<file path="config.mk">
export PLATFORM = sky130hd
export DESIGN_NAME = spell_mem_bridge
export DESIGN_NICKNAME = d
export VERILOG_FILES = /design/src/rtl/spell_mem_bridge.sv
export SDC_FILE = /design/constraint.sdc
export NUM_CORES = 1
export LEC_CHECK = 0
export BUFFER_PORTS_ARGS = -buffer_cell sky130_fd_sc_hd__buf_2
export CAP_MARGIN = 0
export CORE_MARGIN = 1.5
export CORE_UTILIZATION = 40
export CTS_CLUSTER_SIZE = 24
export DETAILED_ROUTE_END_ITERATION = 8
export GPL_ROUTABILITY_DRIVEN = 1
export SLEW_MARGIN = 20
export SYNTH_ARGS = -nofsm -noshare
export SYNTH_HDL_FRONTEND = slang
export SYNTH_SLANG_ARGS = --single-unit
export TNS_END_PERCENT = 10
</file>
<file path="constraint.sdc">
create_clock -name clk -period 2.7 [get_ports clk]
set_input_delay 0.54 -clock clk [delete_from_list [all_inputs] [get_ports clk]]
set_output_delay 0.54 -clock clk [all_outputs]
set_load 0.03 [all_outputs]
</file>
<file path="src/rtl/spell_mem_bridge.sv">
// spell_mem_bridge: routes byte-wide CPU requests to an IO window, a local
// memory port or a Wishbone SRAM master, with a one-entry SRAM read buffer
// and a wait-cycle timeout.
// Ports:
//   clk, rst_n                         clock, async active-low reset
//   sram_enable                        memory goes to SRAM (1) or local port (0)
//   select/memory_type_data/write      request strobe, data/code space, write
//   addr, data_in                      request address and write data
//   data_out, data_ready, bus_error    read data, completion pulse, timeout flag
//   io_select, lm_select, sub_*        IO / local-memory request side
//   io_rdata/io_ready, lm_rdata/lm_ready  IO / local-memory responses
//   sram_*_o, sram_dat_i, sram_ack_i   Wishbone master
module spell_mem_bridge #(
  parameter int unsigned ADDR_W      = 8,
  parameter int unsigned BUS_BYTES   = 4,
  parameter int unsigned SRAM_ADDR_W = 10,
  parameter int unsigned IO_BASE     = 32'h20,
  parameter int unsigned IO_LIMIT    = 32'h60,
  parameter int unsigned TIMEOUT     = 15
) (
  input  logic                     clk,
  input  logic                     rst_n,
  input  logic                     sram_enable,
  input  logic                     select,
  input  logic                     memory_type_data,
  input  logic                     write,
  input  logic [ADDR_W-1:0]        addr,
  input  logic [7:0]               data_in,
  output logic [7:0]               data_out,
  output logic                     data_ready,
  output logic                     bus_error,
  output logic                     io_select,
  output logic                     lm_select,
  output logic [ADDR_W-1:0]        sub_addr,
  output logic [7:0]               sub_data,
  output logic                     sub_write,
  input  logic [7:0]               io_rdata,
  input  logic [7:0]               lm_rdata,
  input  logic                     io_ready,
  input  logic                     lm_ready,
  output logic                     sram_cyc_o,
  output logic                     sram_stb_o,
  output logic                     sram_we_o,
  output logic [BUS_BYTES-1:0]     sram_sel_o,
  output logic [SRAM_ADDR_W-1:0]   sram_addr_o,
  output logic [8*BUS_BYTES-1:0]   sram_dat_o,
  input  logic [8*BUS_BYTES-1:0]   sram_dat_i,
  input  logic                     sram_ack_i
);

  localparam int unsigned LB    = $clog2(BUS_BYTES);
  localparam int unsigned DW    = 8 * BUS_BYTES;
  localparam int unsigned TAG_W = ADDR_W - LB + 1;
  localparam int unsigned CNT_W = $clog2(TIMEOUT + 1);

  typedef enum logic [2:0] {
    ST_IDLE  = 3'd0,
    ST_LOCAL = 3'd1,
    ST_SRAM  = 3'd2,
    ST_DONE  = 3'd3,
    ST_ARM   = 3'd4
  } state_e;

  state_e                 state_q, state_d;
  logic [ADDR_W-1:0]      addr_q, addr_d;
  logic [7:0]             wdata_q, wdata_d;
  logic                   write_q, write_d;
  logic                   mtd_q, mtd_d;
  logic                   tgt_io_q, tgt_io_d;
  logic [CNT_W-1:0]       cnt_q, cnt_d;
  logic [7:0]             data_out_q, data_out_d;
  logic                   data_ready_q, data_ready_d;
  logic                   bus_error_q, bus_error_d;
  logic                   io_sel_q, io_sel_d;
  logic                   lm_sel_q, lm_sel_d;
  logic [ADDR_W-1:0]      sub_addr_q, sub_addr_d;
  logic [7:0]             sub_data_q, sub_data_d;
  logic                   sub_write_q, sub_write_d;
  logic                   cyc_q, cyc_d;
  logic                   stb_q, stb_d;
  logic                   we_q, we_d;
  logic [BUS_BYTES-1:0]   sel_q, sel_d;
  logic [SRAM_ADDR_W-1:0] saddr_q, saddr_d;
  logic [DW-1:0]          sdat_q, sdat_d;
  logic                   buf_valid_q, buf_valid_d;
  logic [TAG_W-1:0]       buf_tag_q, buf_tag_d;
  logic [DW-1:0]          buf_data_q, buf_data_d;

  // Request decode on the live inputs (used only on the accepting edge)
  logic [31:0]      addr_ext_c;
  logic             is_io_c;
  logic [TAG_W-1:0] req_tag_c;
  logic [LB-1:0]    req_lane_c;
  logic             hit_c;
  // Fields of the latched request
  logic [TAG_W-1:0] lat_tag_c;
  logic [LB-1:0]    lat_lane_c;
  logic             timeout_c;
  logic             local_rdy_c;

  assign addr_ext_c  = 32'(addr);
  assign is_io_c     = memory_type_data && (addr_ext_c >= IO_BASE) && (addr_ext_c < IO_LIMIT);
  assign req_tag_c   = {memory_type_data, addr[ADDR_W-1:LB]};
  assign req_lane_c  = addr[LB-1:0];
  assign hit_c       = buf_valid_q && sram_enable && !write && !is_io_c && (buf_tag_q == req_tag_c);
  assign lat_tag_c   = {mtd_q, addr_q[ADDR_W-1:LB]};
  assign lat_lane_c  = addr_q[LB-1:0];
  assign timeout_c   = (cnt_q == CNT_W'(TIMEOUT - 1));
  assign local_rdy_c = tgt_io_q ? io_ready : lm_ready;

  // Next-state and registered-output logic
  always_comb begin
    state_d      = state_q;
    addr_d       = addr_q;
    wdata_d      = wdata_q;
    write_d      = write_q;
    mtd_d        = mtd_q;
    tgt_io_d     = tgt_io_q;
    cnt_d        = cnt_q;
    data_out_d   = data_out_q;
    data_ready_d = 1'b0;
    bus_error_d  = bus_error_q;
    io_sel_d     = io_sel_q;
    lm_sel_d     = lm_sel_q;
    sub_addr_d   = sub_addr_q;
    sub_data_d   = sub_data_q;
    sub_write_d  = sub_write_q;
    cyc_d        = cyc_q;
    stb_d        = stb_q;
    we_d         = we_q;
    sel_d        = sel_q;
    saddr_d      = saddr_q;
    sdat_d       = sdat_q;
    buf_valid_d  = buf_valid_q;
    buf_tag_d    = buf_tag_q;
    buf_data_d   = buf_data_q;

    unique case (state_q)
      ST_IDLE: begin
        if (select) begin
          addr_d      = addr;
          wdata_d     = data_in;
          write_d     = write;
          mtd_d       = memory_type_data;
          tgt_io_d    = is_io_c;
          cnt_d       = '0;
          bus_error_d = 1'b0;
          if (hit_c) begin
            // Buffer hit completes without touching the bus
            data_out_d   = buf_data_q[{req_lane_c, 3'b000} +: 8];
            data_ready_d = 1'b1;
            state_d      = ST_DONE;
          end else if (is_io_c || !sram_enable) begin
            io_sel_d    = is_io_c;
            lm_sel_d    = !is_io_c;
            sub_addr_d  = addr;
            sub_data_d  = data_in;
            sub_write_d = write;
            state_d     = ST_LOCAL;
          end else begin
            cyc_d   = 1'b1;
            stb_d   = 1'b1;
            we_d    = write;
            sel_d   = BUS_BYTES'(1) << req_lane_c;
            saddr_d = SRAM_ADDR_W'({memory_type_data, addr[ADDR_W-1:LB], {LB{1'b0}}});
            sdat_d  = {BUS_BYTES{data_in}};
            state_d = ST_SRAM;
          end
        end
      end

      ST_LOCAL: begin
        if (local_rdy_c) begin
          io_sel_d = 1'b0;
          lm_sel_d = 1'b0;
          if (!write_q) begin
            data_out_d = tgt_io_q ? io_rdata : lm_rdata;
          end
          data_ready_d = 1'b1;
          state_d      = ST_DONE;
        end else if (timeout_c) begin
          io_sel_d     = 1'b0;
          lm_sel_d     = 1'b0;
          data_out_d   = 8'hFF;
          bus_error_d  = 1'b1;
          data_ready_d = 1'b1;
          state_d      = ST_DONE;
        end else begin
          cnt_d = cnt_q + CNT_W'(1);
        end
      end

      ST_SRAM: begin
        if (sram_ack_i) begin
          cyc_d = 1'b0;
          stb_d = 1'b0;
          we_d  = 1'b0;
          if (!write_q) begin
            data_out_d  = sram_dat_i[{lat_lane_c, 3'b000} +: 8];
            buf_valid_d = 1'b1;
            buf_tag_d   = lat_tag_c;
            buf_data_d  = sram_dat_i;
          end else if (buf_valid_q && (buf_tag_q == lat_tag_c)) begin
            // Keep the buffered word coherent with the written lane
            buf_data_d[{lat_lane_c, 3'b000} +: 8] = wdata_q;
          end
          data_ready_d = 1'b1;
          state_d      = ST_DONE;
        end else if (timeout_c) begin
          cyc_d        = 1'b0;
          stb_d        = 1'b0;
          we_d         = 1'b0;
          data_out_d   = 8'hFF;
          bus_error_d  = 1'b1;
          data_ready_d = 1'b1;
          state_d      = ST_DONE;
        end else begin
          cnt_d = cnt_q + CNT_W'(1);
        end
      end

      ST_DONE: begin
        state_d = ST_ARM;
      end

      ST_ARM: begin
        // Requester must drop select before a new request is taken
        if (!select) begin
          state_d = ST_IDLE;
        end
      end

      default: begin
        state_d = ST_IDLE;
      end
    endcase

    // Leaving SRAM mode makes the buffered word untrustworthy
    if (!sram_enable) begin
      buf_valid_d = 1'b0;
    end
  end

  // State and output registers
  always_ff @(posedge clk or negedge rst_n) begin
    if (!rst_n) begin
      state_q      <= ST_IDLE;
      addr_q       <= '0;
      wdata_q      <= '0;
      write_q      <= 1'b0;
      mtd_q        <= 1'b0;
      tgt_io_q     <= 1'b0;
      cnt_q        <= '0;
      data_out_q   <= 8'h00;
      data_ready_q <= 1'b0;
      bus_error_q  <= 1'b0;
      io_sel_q     <= 1'b0;
      lm_sel_q     <= 1'b0;
      sub_addr_q   <= '0;
      sub_data_q   <= '0;
      sub_write_q  <= 1'b0;
      cyc_q        <= 1'b0;
      stb_q        <= 1'b0;
      we_q         <= 1'b0;
      sel_q        <= '0;
      saddr_q      <= '0;
      sdat_q       <= '0;
      buf_valid_q  <= 1'b0;
      buf_tag_q    <= '0;
      buf_data_q   <= '0;
    end else begin
      state_q      <= state_d;
      addr_q       <= addr_d;
      wdata_q      <= wdata_d;
      write_q      <= write_d;
      mtd_q        <= mtd_d;
      tgt_io_q     <= tgt_io_d;
      cnt_q        <= cnt_d;
      data_out_q   <= data_out_d;
      data_ready_q <= data_ready_d;
      bus_error_q  <= bus_error_d;
      io_sel_q     <= io_sel_d;
      lm_sel_q     <= lm_sel_d;
      sub_addr_q   <= sub_addr_d;
      sub_data_q   <= sub_data_d;
      sub_write_q  <= sub_write_d;
      cyc_q        <= cyc_d;
      stb_q        <= stb_d;
      we_q         <= we_d;
      sel_q        <= sel_d;
      saddr_q      <= saddr_d;
      sdat_q       <= sdat_d;
      buf_valid_q  <= buf_valid_d;
      buf_tag_q    <= buf_tag_d;
      buf_data_q   <= buf_data_d;
    end
  end

  assign data_out    = data_out_q;
  assign data_ready  = data_ready_q;
  assign bus_error   = bus_error_q;
  assign io_select   = io_sel_q;
  assign lm_select   = lm_sel_q;
  assign sub_addr    = sub_addr_q;
  assign sub_data    = sub_data_q;
  assign sub_write   = sub_write_q;
  assign sram_cyc_o  = cyc_q;
  assign sram_stb_o  = stb_q;
  assign sram_we_o   = we_q;
  assign sram_sel_o  = sel_q;
  assign sram_addr_o = saddr_q;
  assign sram_dat_o  = sdat_q;

endmodule
</file>
---- After elaboration in Yosys (flattened, before gate mapping) ----
Cells that the tools add are included.
storage, ports and cells
  register bits after elaboration ......... 140
  bits in read-only memories .............. 0
  bits of input ports ..................... 73
  bits in writable memories ............... 0
  memories ................................ 0
  bits in latches ......................... 0
  output and inout port bits .............. 78
  logic and storage cells ................. 144
cells by class
  bitwise gates (word level) .............. 3
  equality and inequality tests ........... 23
  $lt $le $gt $ge ......................... 2
  div/mod/pow operators ................... 0
  reduce and logical (&&, ||, !) cells .... 26
  multiply operators ...................... 0
  shift operators ......................... 5
  $add $sub $neg .......................... 2
  mux-type cells .......................... 60
operators with widths
  kind                                                                                  number
  32-bit 2-to-1 mux                                                                     2
  8-bit 2-to-1 mux                                                                      8
  32-bit by 6-bit variable part select with 8-bit output                                2
  32-bit bitwise mux                                                                    1
  8-bit by 7-bit variable shift with 32-bit output (first input constant)               1
  8-bit by 7-bit variable part select with 32-bit output                                1
  1-bit 2-to-1 mux                                                                      29
  8-bit case mux with 3 select lines                                                    1
  2-bit inequality test (second input constant)                                         9
  4-bit 2-to-1 mux                                                                      4
  3-bit 2-to-1 mux                                                                      5
  3-bit case mux with 5 select lines                                                    1
  5-bit AND reduction                                                                   3
  7-bit == test                                                                         2
  3-bit inequality test (second input constant)                                         4
  4-bit case mux with 3 select lines                                                    1
  4-bit AND reduction                                                                   3
  3-bit AND reduction                                                                   3
  8-bit by 6-bit greater-or-equal comparator with 1-bit output (second input constant)  1
  8-bit by 7-bit less-than comparator with 1-bit output (second input constant)         1
  1-bit case mux with 2 select lines                                                    4
  1-bit logical AND                                                                     7
  5-bit negation with 7-bit output                                                      1
  3-bit by 2-bit == test with 1-bit output (second input constant)                      2
  15 further kinds                                                                      25

---- Longest topological paths before layout ----
Gate-level depths: netlist of the first run.
  depth in word-level cells ............... 9
  mapped depth ............................ 8
  mapped depth without buffers ............ 7

---- Least setup slack after synthesis of the first run ----
OpenSTA, ideal clock, no wires.
  kind .................................... register to register
  from .................................... register addr_q[0]
  to ...................................... register buf_data_q[14]
  stages on the path, launching flop included .. 8
  slack ................................... 0.645 ns
  data arrival time ....................... 1.928 ns
  cells stage by stage .................... dfrtp_1 buf_2 inv_1 ha_1 and4_1 buf_1 a22o_1 mux2_1
on the way
  word-level cells in the longest chain between the ends .. 5
  elaborated cells between the ends (all ways) .. 6
  those cells by class .................... 1 x add/sub; 2 x shift; 3 x mux
RTL lines
  element                                                                                                                            line  text
  from (decl)                                                                                                                        65    logic [ADDR_W-1:0] addr_q, addr_d;
  from (signal assigned)                                                                                                             273   addr_q <= addr_d;
  5-bit negation with 7-bit output (*)                                                                                               205   buf_data_d[{lat_lane_c, 3'b000} +: 8] = wdata_q;
  8-bit by 7-bit variable part select with 32-bit output / 8-bit by 7-bit variable shift with 32-bit output (equally long branches)  205
  32-bit bitwise mux (*)                                                                                                             205
  32-bit 2-to-1 mux (*)                                                                                                              203   end else if (buf_valid_q && (buf_tag_q == lat_tag_c)) begin
  32-bit 2-to-1 mux (*)                                                                                                              198   if (!write_q) begin
  to (signal assigned)                                                                                                               295   buf_data_q <= buf_data_d;
  to (decl)                                                                                                                          87    logic [DW-1:0] buf_data_q, buf_data_d;
Mark *: on every way between the ends. The rest lies on a longest branch, timed or not. The select of a mux whose other input is x is not followed.
A chain may end at the register's enable or synchronous reset.

---- Worst setup path after layout of the first run ----
  from .................................... register cnt_q[0]
  to ...................................... register we_q, in the netlist sram_we_o
on the way
  word-level cells in the longest chain between the ends .. 3
RTL lines
  element                                 line  text
  from (decl)                             70    logic [CNT_W-1:0] cnt_q, cnt_d;
  from (signal assigned)                  278   cnt_q <= cnt_d;
  4-bit == test                           108   assign timeout_c = (cnt_q == CNT_W'(TIMEOUT - 1));
  3-bit inequality test (no source line)  --
  5-bit AND reduction (no source line)    --
  to (signal assigned)                    289   we_q <= we_d;
  to (decl)                               81    logic we_q, we_d;
Every way passes these cells.

==> results of run 1 <==
[power breakdown]
part           switching (mW)  internal (mW)  leakage [nW]
sequential              0.624           2.55          1.46
combinational            2.83           2.01          1.94
clock                   0.837           1.42         0.287
[final timing paths]
kind	from	end
worst max-delay path	cnt_q[0]	sram_we_o
min in group clk	data_in[4]	wdata_q[4]
max in group asynchronous	rst_n	data_out[6]
worst max register to register	cnt_q[0]	sram_we_o
worst min register to register	buf_data_q[1]	buf_data_q[1]
worst min-delay path	rst_n	buf_data_q[16]
[through the flow]
stage          setup slack [ps]  std cells
6_report                  545.0        875
5_1_grt                   417.0        875
4_1_cts                   543.4        875
3_5_place_dp              390.3        843
3_3_place_gp              445.2        843
2_1_floorplan             644.8        526
[worst max-delay path, cell delays in order, from the launching register on]
cell and delay, ps:
dfrtp_1 410, inv_1 80, ha_1 170, and3_1 500, nor2_1 170, a211o_1 320
a21o_1 170, a22o_1 230
[cell type report]
type | count | area [um^2] | area share
repair buffers | 166 | 893.4 | 0.1166
flip-flops and latches | 116 | 2903 | 0.3790
well taps | 211 | 264.0 | 0.03447
multi-input cells | 342 | 2968 | 0.3875
clock inverters | 13 | 148.9 | 0.01944
inverters | 8 | 30.03 | 0.003920
clock buffers | 19 | 452.9 | 0.05913
[placed cells by master, fill, tap and decap left out, types with 3 or more instances in the layout]
master / count
clkbuf_16: 17
a21o_1: 6
nor2_1: 11
o211ai_1: 9
inv_6: 4
dfrtp_1: 116
clkinv_4: 3
conb_1: 3
nand4_1: 3
inv_1: 7
nand3_1: 5
buf_2: 146
o21a_1: 4
mux2_2: 42
ha_1: 6
mux2i_1: 10
nor3_1: 3
mux4_1: 5
a21oi_1: 8
o21ai_0: 13
a22o_1: 34
buf_4: 19
nand2_1: 66
clkinvlp_4: 3
o31ai_1: 5
or3_1: 10
mux2_1: 17
mux4_2: 11
xnor2_1: 15
mux2_4: 17
o221a_2: 8
nor2b_1: 3
[layer usage]
| metal | routed length [um] | GRT usage |
|---|---|---|
| met1 | 7111 | 0.2695 |
| met4 | 396 | 0.07667 |
| met3 | 864 | 0.05156 |
| met5 | 0 | 0 |
| met2 | 8040 | 0.3409 |
[cell families (layout without fill, tap and decap cells)]
| kind of cell | Yosys count | in the layout | share of synthesized area |
|---|---|---|---|
| compound gates | 94 | 94 | 0.1164 |
| fa+ha+maj | 6 | 6 | 0.01193 |
| flops | 116 | 116 | 0.4614 |
| other cells | 1 | 3 | 0.0005961 |
| xor+xnor | 17 | 17 | 0.02367 |
| simple gates | 120 | 120 | 0.09487 |
| buf+inv | 68 | 206 | 0.06881 |
| mux | 102 | 102 | 0.2224 |
[registers in the layout, summed over array words and instances (netlist names), 7 cells and up]
register and cells:
wdata_q 8, buf_tag_q 7, addr_q 8, buf_data_q 32
sram_dat_o 8, sram_addr_o 7, sub_data 8, data_out 8
sub_addr 8
==> impl.org, run 1 <==
** Synthesis
- Among all flip-flop cells after synthesis, the most frequent one is dfrtp_1.
- Yosys attributes the largest share of cell area to dfrtp_1 46%, mux2_2 7.5%, a22o_1 4.7%, mux2_4 4.1%, nand2_1 3.9%.
- Counting every instance in the synthesized netlist gives 524.
- By count the netlist is led by 116 x dfrtp_1, 66 x nand2_1, 42 x mux2_2.
- Async S/R FF share, synth :: 1.000
- Mean Syn Cell Area :: roughly 12 um^2
- Number of distinct library cells after synthesis :: 56
- The synthesized design contains approximately 120 register bits.
- Of the post-synthesis cell area, the dominant cell type holds 0.4614.
- Counting flops with a built-in enable in the synthesized netlist gives 0.
- Total standard cell area after synthesis :: 6291 um^2
- The share of the Yosys chip area taken by registers is 0.4614.
- The largest total area in the synthesized netlist belongs to dfrtp_1.
- For this run, the number of Yosys warnings is 0.
- By instance count, the leading cell after synthesis is dfrtp_1.

** CTS
- CTS resizes :: 0
- Clock tree root driver cell :: clkbuf_16
- The H-tree was split into 4 levels.
- Clock-pin slew reported for the worst setup and hold paths after clock tree synthesis :: 60 ps
- Once the clock tree was built, the setup fixing pass inserted 0 buffers.
- Clock tree from TritonCTS :: built
- Counting the buffers created by CTS gives 17.
- Insertion delay to the later sink of the worst-skew pair :: 420 ps
- Clock tree sinks :: roughly 120
- Clk buf depth :: 2
- Hold_buf cts :: 0

** Drt
- Total via count in the routed design :: 4657
- 1st-pass router iterations :: 5
- Total Wirelength :: between 15 and 20 mm
- Starting DRT DRC Count :: around 270
- ANT nets after route :: 0
- After detailed routing, the average wire length per cell comes to roughly 19 um.
- In the routed layout, each cell is associated on average with a via count of 5.322.
- Post-route DRC violation count :: 0

** Floorplanning
- Number of top-level pins :: approximately 150
- Full die area :: between 15000 and 20000 um^2
- The die is 128.4 um tall.
- The floorplan step set the die width to between 100 and 150 um.
- After floorplanning, the core was sized to cover approximately 15000 um^2.
- Effective utilization at floorplan :: 0.4123
- Num rows :: 45

** Global routing
- The total overflow left after global routing is 0.
- Entering global routing, the biggest net connects 81 pins.
- The number of global-route vias before repair is approximately 4800.
- Antenna violations before repair :: 0
- Global-route wire length before repair :: between 20 and 30 mm
- In the global route stage, overall resource usage came out at 0.2082.

** Timing
- Worst slew margin relative to its limit :: 0.2028
- The tightest hold path in the finished design has a slack of between 80 and 90 ps.
- Share of the clock period used by the worst path :: 0.7982
- Shortest clock period the worst path allows after layout :: 2155 ps
- Setup TNS Final :: 0 ps
- Setup-violating endpoint count in the final report :: 0
- The hold violation count in the final report came to 0.
- The final-report max-slew violation count is 0.
- Clock Skews :: ~8 ps
- Setup repair after global routing left no endpoint under its margin.
- At the pin with the least slew margin, the transition time is roughly 1200 ps.
- Timing would allow up to about 460 MHz.

** Critical path
- Category of the most critical setup path :: reg -> reg
- The worst setup path is captured at a register.
- Arrival time at the worst endpoint :: ~2500 ps
- Register-to-Register Setup Slack :: ~540 ps
- Measured in cells, the most critical reg-to-reg path has a length of 7.
- STA classifies the critical path startpoint as a register.
- Maximum fanout count along the critical path :: 15
- For the worst setup path, the data required time is ~3000 ps.

** Placement
- Half-perimeter wire length after placement :: between 10 and 15 mm
- The congestion estimate from routability-driven global placement came to slightly above 0.9.
- Number of input and output port buffers inserted :: about 150
- Area after detailed placement :: ~7100 um^2

** Flow run
- Max-cap viol count :: 0

** Pwr
- Worst ir drop on vdd :: between 0.5 and 0.6 mV
- Power per Cell Area :: between 1000 and 1500 nW/um^2
- Total power for the finished layout comes to around 10 mW.
- In this run the static leakage power is approximately 3.7 nW.

** Final layout
- Once layout is complete, the utilization of the core stands at 0.5020.
- The repair_antennas step left the layout with diodes totalling 0.
- Fill cells :: 1358
- Share of cells above drive strength 1 :: 0.4322
- Net count, final :: between 700 and 800
- Relative to the synthesized area, the layout overhead comes to 21.76%.
- Post-route standard cell area excluding fillers :: roughly 7700 um^2

** Hold path
- Type of the worst min-delay path :: in -> async

** Status
- The run finished with clean final reports.
Note: power is estimated with default switching activity, not from simulation.
==> inputs of run 2 (changes only) <==
--- a/config.mk
+++ b/config.mk
@@ -5,6 +5,7 @@
 export SDC_FILE = /design/constraint.sdc
 export NUM_CORES = 1
 export LEC_CHECK = 0
+export ABC_AREA = 1
 export BUFFER_PORTS_ARGS = -buffer_cell sky130_fd_sc_hd__buf_2
 export CAP_MARGIN = 0
 export CORE_MARGIN = 1.5
==> constraint.sdc (replaced) <==
create_clock -name clk -period 2 [get_ports clk]
set_input_delay 0.4 -clock clk [delete_from_list [all_inputs] [get_ports clk]]
set_output_delay 0.4 -clock clk [all_outputs]
set_load 0.03 [all_outputs]
==> run 2 against run 1 <==
Largest cell class unchanged; die area is 6.8% higher; via count increased by 40%; non-clock buffer count rose by 10; total power up 40%; highest routed layer unchanged; fmax rose by 20%.
==> impl.org, run 2 <==
** Timing
- Static timing analysis puts the maximum clock frequency at approximately 560 MHz.
- Unrepaired setup endpoints after global routing :: no
- Number of hold violations in the final report :: 0
- On the final layout, the worst clock skew is 5.828 ps.
- Share of the clock period used by the worst path :: 0.8998
- Setup-violating endpoint count in the final report :: 0
- Shortest clock period the worst path allows after layout :: roughly 1800 ps
- The final-report max-slew violation count came to 0.
- In the final timing run, aggregate negative setup slack is 0 ps.

** Floorplanning
- In this run the horizontal extent of the chip is 132.7 um.
- The initial utilization of the core area, before any placement, comes to 0.4071.
- The floorplan has 47 rows.
- During I/O placement, the number of pins put on the boundary was approximately 150.
- Measured along the y axis, the die boundary spans between 100 and 150 um.
- The region available for standard cell placement spans roughly 17000 um^2.
- Full die area :: 17610 um^2

** Critical path
- Walking the worst path, the cells encountered are inv_1, ha_1, clkinv_1, nand3_1, o21ai_0, nand3_1, nand2_1.
- Arrival time at the worst endpoint :: roughly 2100 ps
- Dominant delay contributor by cell family on the critical path :: buffers and inverters
- Category of the most critical setup path :: reg -> reg
- Maximum fanout count along the critical path :: 10
- Endpoint required time on the critical path :: between 2000 and 2500 ps
- Crit path top cell by count :: nand3_1
- For this design, the slowest cell found on the critical path is dfrtp_1.
- The largest single stage delay on the critical path is 370 ps.
- Kind of capture point of the worst setup path :: register
- Count of buffer and inverter cells on the critical path :: 2
- Startpoint types :: register

** CTS
- Clock-pin slew was measured on the worst setup and hold paths at about 50 ps.
- Clk buf depth :: 2
- The cell sitting at the root of the clock tree is a clkbuf_16.
- Clock tree from TritonCTS :: built
- Post-CTS Setup Repair Bufs :: 0
- Clock buffer count from CTS :: 17
- The H-tree was split into 4 levels.
- The later pin in the worst-skew pair is clocked with a latency of ~420 ps.
- Clock tree synthesis found a total of between 100 and 150 sinks.
- Gates resized during post-CTS repair numbered 0.

** Global routing
- Global router's overall resource usage :: 0.2384
- Global-route wire length before repair :: between 30 and 40 mm
- Total grt overflow :: 0
- Entering global routing, the biggest net connects 59 pins.
- The number of antenna violations at the first check in global routing came to 0.
- Vias in the first global route :: ~6000

** Drt
- Total via count in the routed design :: between 6000 and 7000
- Total Wirelength :: between 20 and 25 mm
- Dividing the detail-routed via count by the number of cells gives between 4 and 5.
- Post-route DRC violation count :: 0
- Starting DRT DRC Count :: approximately 570
- In this run the remaining antenna-violating nets after routing total 0.
- 1st-pass router iterations :: 5
- WL per Instance :: about 15 um

** Synthesis
- The synthesized design contains 0 enable-type register cells.
- For this run, the register share of the synthesized area comes to 0.4315.
- Synthesized instance count :: 944
- A synthesized cell averages 7.127 um^2.
- Top area cells in the synthesized netlist :: dfrtp_1 43%, nand2_1 21%, nand3_1 8.9%, o21ai_0 6.0%, inv_1 4.1%
- After synthesis, the share of flip-flops with an asynchronous set or reset is 1.000.
- Total standard cell area after synthesis :: slightly below 7000 um^2
- Most instantiated library cell after synthesis :: nand2_1
- In this run, distinct cell masters in the synthesized netlist total 31.
- In this run, synthesis produced a sequential element count of 116.
- Share of the synthesized area in the top cell type :: 0.4315
- For this run, the leading register cell type out of synthesis is dfrtp_1.
- Total of warnings raised by yosys :: 0
- Summed over all instances, the cell type with the most area after synthesis is dfrtp_1.
- After synthesis, the most frequently instantiated cells are 368 x nand2_1, 119 x nand3_1, 116 x dfrtp_1.

** Final layout
- Net count, final :: 1156
- Summing all non-filler instances in the final layout gives an area of a little over 8000 um^2.
- Commonest cells after routing, fill and taps aside :: 368 x nand2_1, 146 x buf_2, 119 x nand3_1
- The area growth from synthesis to layout is 22.78%.
- Number of flip-flops under the largest register name :: 32
- Most common cell after layout, fill and taps aside :: nand2_1
- Share of cells above drive strength 1 :: 0.2312
- Antenna Diode Count :: 0
- The register with the most flip-flops in the final layout is buf_data_q.

** Pwr
- For this design the ratio of total power to cell area is about 1700 nW/um^2.
- Static leakage :: ~4.5 nW
- IR analysis of the VDD net gives a maximum drop of 0.8360 mV.

** Placement
- In this run the cell area measured after placement is between 7000 and 8000 um^2.
- Half-perimeter wire length after placement :: approximately 16 mm
- Placer congestion estimate :: between 1 and 1.5
- In this run the tool buffered the top-level ports with 147 buffer cells.

** Hold path
- Type of the worst min-delay path :: in -> reg

** Flow run
- Max-cap violations in this run came to 0.

** Status
- The run finished with clean final reports.
run 2: worst paths after layout:
kind | slack [ps] | end | start | cells after the start
min reg2reg | 470 | buf_data_q[21] | buf_data_q[21] | 2
min | 250 | mtd_q | memory_type_data | 3
max | 200 | buf_data_q[14] | addr_q[0] | 7
max in group asynchronous | 880 | buf_data_q[19] | rst_n | 3
max reg2reg | 200 | buf_data_q[14] | addr_q[0] | 7
min in group asynchronous | 470 | sub_addr[6] | rst_n | 2
run 2: report_power, final:
group | switching (mW) | internal, mW | leakage, nW
clock | 1.13 | 2.09 | 0.300
combinational | 4.88 | 2.13 | 2.75
sequential | 0.759 | 3.40 | 1.49
total | 6.78 | 7.62 | 4.53
run 2: area by class of cell:
cell class	instances	area, um^2
multi-input combinational	682	3115
tap	220	275.3
inverter	84	315.3
sequential	116	2903
fill	1672	8264
clock inverter	15	205.2
clock buffer	17	425.4
timing repair buffer	176	1021
run 2: timing repair:
| item | 4_1_cts | 5_1_grt |
|---|---|---|
| hold buffers | 1 | 0 |
| endpoints found under the setup margin | 0 | 0 |
| hold endpoints to repair | 28 | 0 |
run 2: worst reg2reg max path, cell delays in order, from the launching register on:
cell and delay (ps):
dfrtp_1 370, inv_1 150, ha_1 300, clkinv_1 300, nand3_1 240, o21ai_0 140
nand3_1 120, nand2_1 60
run 2: layer usage:
metal  up-vias  track usage  wire [um]
met5         -            0          0
met4         0      0.09341        481
met3        28      0.04943       1268
met2       252       0.3566       8698
met1      2983       0.3388       9632
li1       3263            -          -
run 2: kinds of logic (layout without fill, tap and decap cells):
logic type	count (synthesis)	count (layout)	share of synthesized area
AO/OA/AOI/OAI	120	120	0.09913
other	1	3	0.0005574
flip-flops	116	116	0.4315
adder cells (fa/ha/maj)	6	6	0.01116
XOR/XNOR	3	3	0.003906
buffers and inverters	148	292	0.1069
AND/OR/NAND/NOR	550	550	0.3468
run 2: through the flow:
step / total power [mW] / setup WS, ps / cells / utilization / hold WS (ps)
after global placement: 11.08 / 244.7 / 1277 / 0.4611 / 377.0
after CTS: 14.42 / 226.6 / 1310 / 0.4999 / 235.9
after detailed placement: 11.14 / 171.8 / 1277 / 0.4611 / 378.4
after floorplan: 9.210 / 90.71 / 946 / - / 104.4
after global routing: 15.47 / 29.87 / 1310 / 0.4999 / 257.2
final: 14.40 / 200.4 / 1310 / 0.4999 / 251.8
==> inputs of run 3 (changes only) <==
--- a/config.mk
+++ b/config.mk
@@ -13,6 +13,7 @@
 export CTS_CLUSTER_SIZE = 24
 export DETAILED_ROUTE_END_ITERATION = 8
 export GPL_ROUTABILITY_DRIVEN = 1
+export RECOVER_POWER = 25
 export SLEW_MARGIN = 20
 export SYNTH_ARGS = -nofsm -noshare
 export SYNTH_HDL_FRONTEND = slang
==> run 3 against run 2 <==
Core utilization is 0.14 points lower; combinational power hardly changed; largest cell class unchanged; clock skew increased by 0.70 ps; global-route usage is the same; final cell count did not move; highest routed layer unchanged; non-clock buffer count is the same; total power about the same; via count decreased by 0.72%; fmax rose by 0.67%; critical path depth up 1; final area fell by 0.29%; clock power is essentially flat.
==> impl.org, run 3 (synthesis gave the netlist of run 2 again) <==
** Timing
- Worst slew margin relative to its limit :: 0.4697
- Summed over all failing endpoints, the final setup total negative slack is 0 ps.
- Maximum clock rate :: around 560 MHz
- Setup repair after global routing left no endpoint under its margin.
- Of the available clock period, the critical path in the final layout requires 0.8938.
- Counting I/O delays and the setup requirement, the final critical path takes about 1800 ps.
- For the pin with the worst max-slew slack, the measured transition is 795.5 ps.
- The final-report max-slew violation count came to 0.
- Setup violations remaining at the end of the flow were counted as 0.
- Across the routed clock network, the largest skew measured is ~6.5 ps.
- Number of hold violations in the final report :: 0

** Pwr
- Static leakage :: 4.524 nW
- Worst ir drop on vdd :: around 0.84 mV
- Power per Cell Area :: roughly 1700 nW/um^2
- Power comes to about 14 mW.

** Final layout
- Final std cells w/o fill :: about 1300
- Multi-input gate area :: 3115 um^2
- Number of flip-flops under the largest register name :: 32
- Register name with the most flops :: buf_data_q
- Fill cells :: 1676
- Summing all non-filler instances in the final layout gives an area of between 8000 and 9000 um^2.
- The library cell used most frequently in the layout, excluding fill and tap cells, is nand2_1.
- Share of cells above drive strength 1 :: 0.2303
- The repair_antennas step left the layout with diodes totalling 0.
- Commonest cells after routing, fill and taps aside :: 368 x nand2_1, 146 x buf_2, 119 x nand3_1
- The final layout contains between 1000 and 1500 nets.
- Register Area :: 2903 um^2
- Relative to the synthesized area, the layout overhead comes to 22.43%.

** Status
- The flow ran to the end, and the final reports show no timing, DRC or antenna violations.

** Hold path
- Type of the worst min-delay path :: in -> reg
- The worst hold path was traced through 3 stages.

** Floorplanning
- Die Width :: around 130 um
- Chip Height :: 132.7 um
- The die covers approximately 18000 um^2.
- For this configuration, the core starts out at a cell density of 0.4071.
- After floorplanning, the core was divided into 47 placement rows.
- between 150 and 200 I/O pins were placed.
- Core footprint :: 16520 um^2

** Critical path
- For this run, the slowest stage of the critical path takes 440 ps.
- The slowest stage of the critical path belongs to the cell dfrtp_1.
- The setup path with the least slack is of type reg -> reg.
- STA classifies the critical path startpoint as a register.
- Cell depth of the worst setup path :: 8
- Count of buffer and inverter cells on the critical path :: 1
- The setup check on the worst reg-to-reg path leaves a slack of roughly 210 ps.
- Arrival time at the worst endpoint :: 2140 ps
- Dominant delay contributor by cell family on the critical path :: simple AND/OR/NAND/NOR gates
- STA puts the critical path data required time at 2350 ps.
- In this run the worst path has a maximum fanout of 23.
- Ordered list of cells on the worst path :: nor2_2, nand2_1, nor2_4, nand3_1, nand2_2, buf_4, nand3_1, nand2_1
- The worst setup path is captured at a register.
- FF-to-FF path depth :: 8

** CTS
- Counting the buffers created by CTS gives 17.
- Insertion delay to the later sink of the worst-skew pair :: between 400 and 500 ps
- Clock tree root driver cell :: clkbuf_16
- Clock tree sinks :: around 120
- The H-tree was split into 4 levels.
- Clk buf depth :: 2
- Clock tree from TritonCTS :: built
- Post-CTS timing repair inserted 0 buffers for setup.
- Clock-pin slew reported for the worst setup and hold paths after clock tree synthesis :: 60 ps

** Placement
- Placer congestion estimate :: roughly 1.0
- Number of input and output port buffers inserted :: 147
- Placed Cells :: around 1300
- Area after detailed placement :: about 7600 um^2
- Summed over all nets, the half-perimeter wirelength after detailed placement is ~16 mm.

** Drt
- WL per Instance :: about 15 um
- Total via count in the routed design :: between 6000 and 7000
- For this block, the routed nets add up to ~20 mm of wire.
- Post-route DRC violation count :: 0
- Starting DRT DRC Count :: 595
- Via-per-instance ratio :: just under 5
- The first detailed-routing pass took 5 iterations.
- ANT nets after route :: 0

** Global routing
- Maximum number of pins on one net before global-route repair :: 59
- The number of global-route vias before repair is just over 6000.
- Global router's overall resource usage :: 0.2384
- Global-route wire length before repair :: 32.45 mm
- The number of antenna violations at the first check in global routing came to 0.
- Summed over all layers, the global routing overflow is 0.

** Flow run
- Max-cap viol count :: 0
run 3: path summary, 6_finish.rpt:
check / startpoint / end
max: state_q[0] / buf_data_q[17]
min: memory_type_data / mtd_q
max reg2reg: state_q[0] / buf_data_q[17]
min reg2reg: buf_data_q[21] / buf_data_q[21]
max in group asynchronous: rst_n / data_out[0]
min in group asynchronous: rst_n / sub_addr[6]
run 3: stage by stage:
step / util / hold slack [ps] / setup WS (ps)
after floorplan: - / 104.4 / 90.71
after global placement: 0.4611 / 377.0 / 244.7
after detailed placement: 0.4611 / 378.4 / 171.8
after CTS: 0.4999 / 235.9 / 226.6
after global routing: 0.4984 / 257.2 / 29.90
final: 0.4984 / 252.6 / 212.4
run 3: what timing repair did:
| item | CTS | global route |
|---|---|---|
| resized for setup | 0 | 0 |
| hold buffers | 1 | 0 |
| endpoints found under the hold margin | 28 | 0 |
run 3: power breakdown:
group          internal (mW)  switching, mW
Sequential              3.40          0.760
Combinational           2.13           4.88
Clock                   2.09           1.13
Total                   7.61           6.77
run 3: worst reg2reg max path, delay by kind of cell, from the launching register on:
family                 cells  cell delay [ps]
DFF                        1              440
and+or+nand+nor            7             1030
buffers and inverters      1              250
run 3: per-layer routing:
layer  part of all wire  GRT usage
met1               0.47     0.3388
met2               0.43     0.3566
met3              0.068    0.04943
met4              0.024    0.09341
met5                  0          0
run 3: cell type report:
| cell class | count | share of cell area |
|---|---|---|
| inverters | 84 | 0.03828 |
| multi-input cells | 682 | 0.3782 |
| well taps | 220 | 0.03342 |
| clock buffers | 17 | 0.05165 |
| flip-flops and latches | 116 | 0.3524 |
| clock inverters | 15 | 0.02491 |
| repair buffers | 176 | 0.1211 |
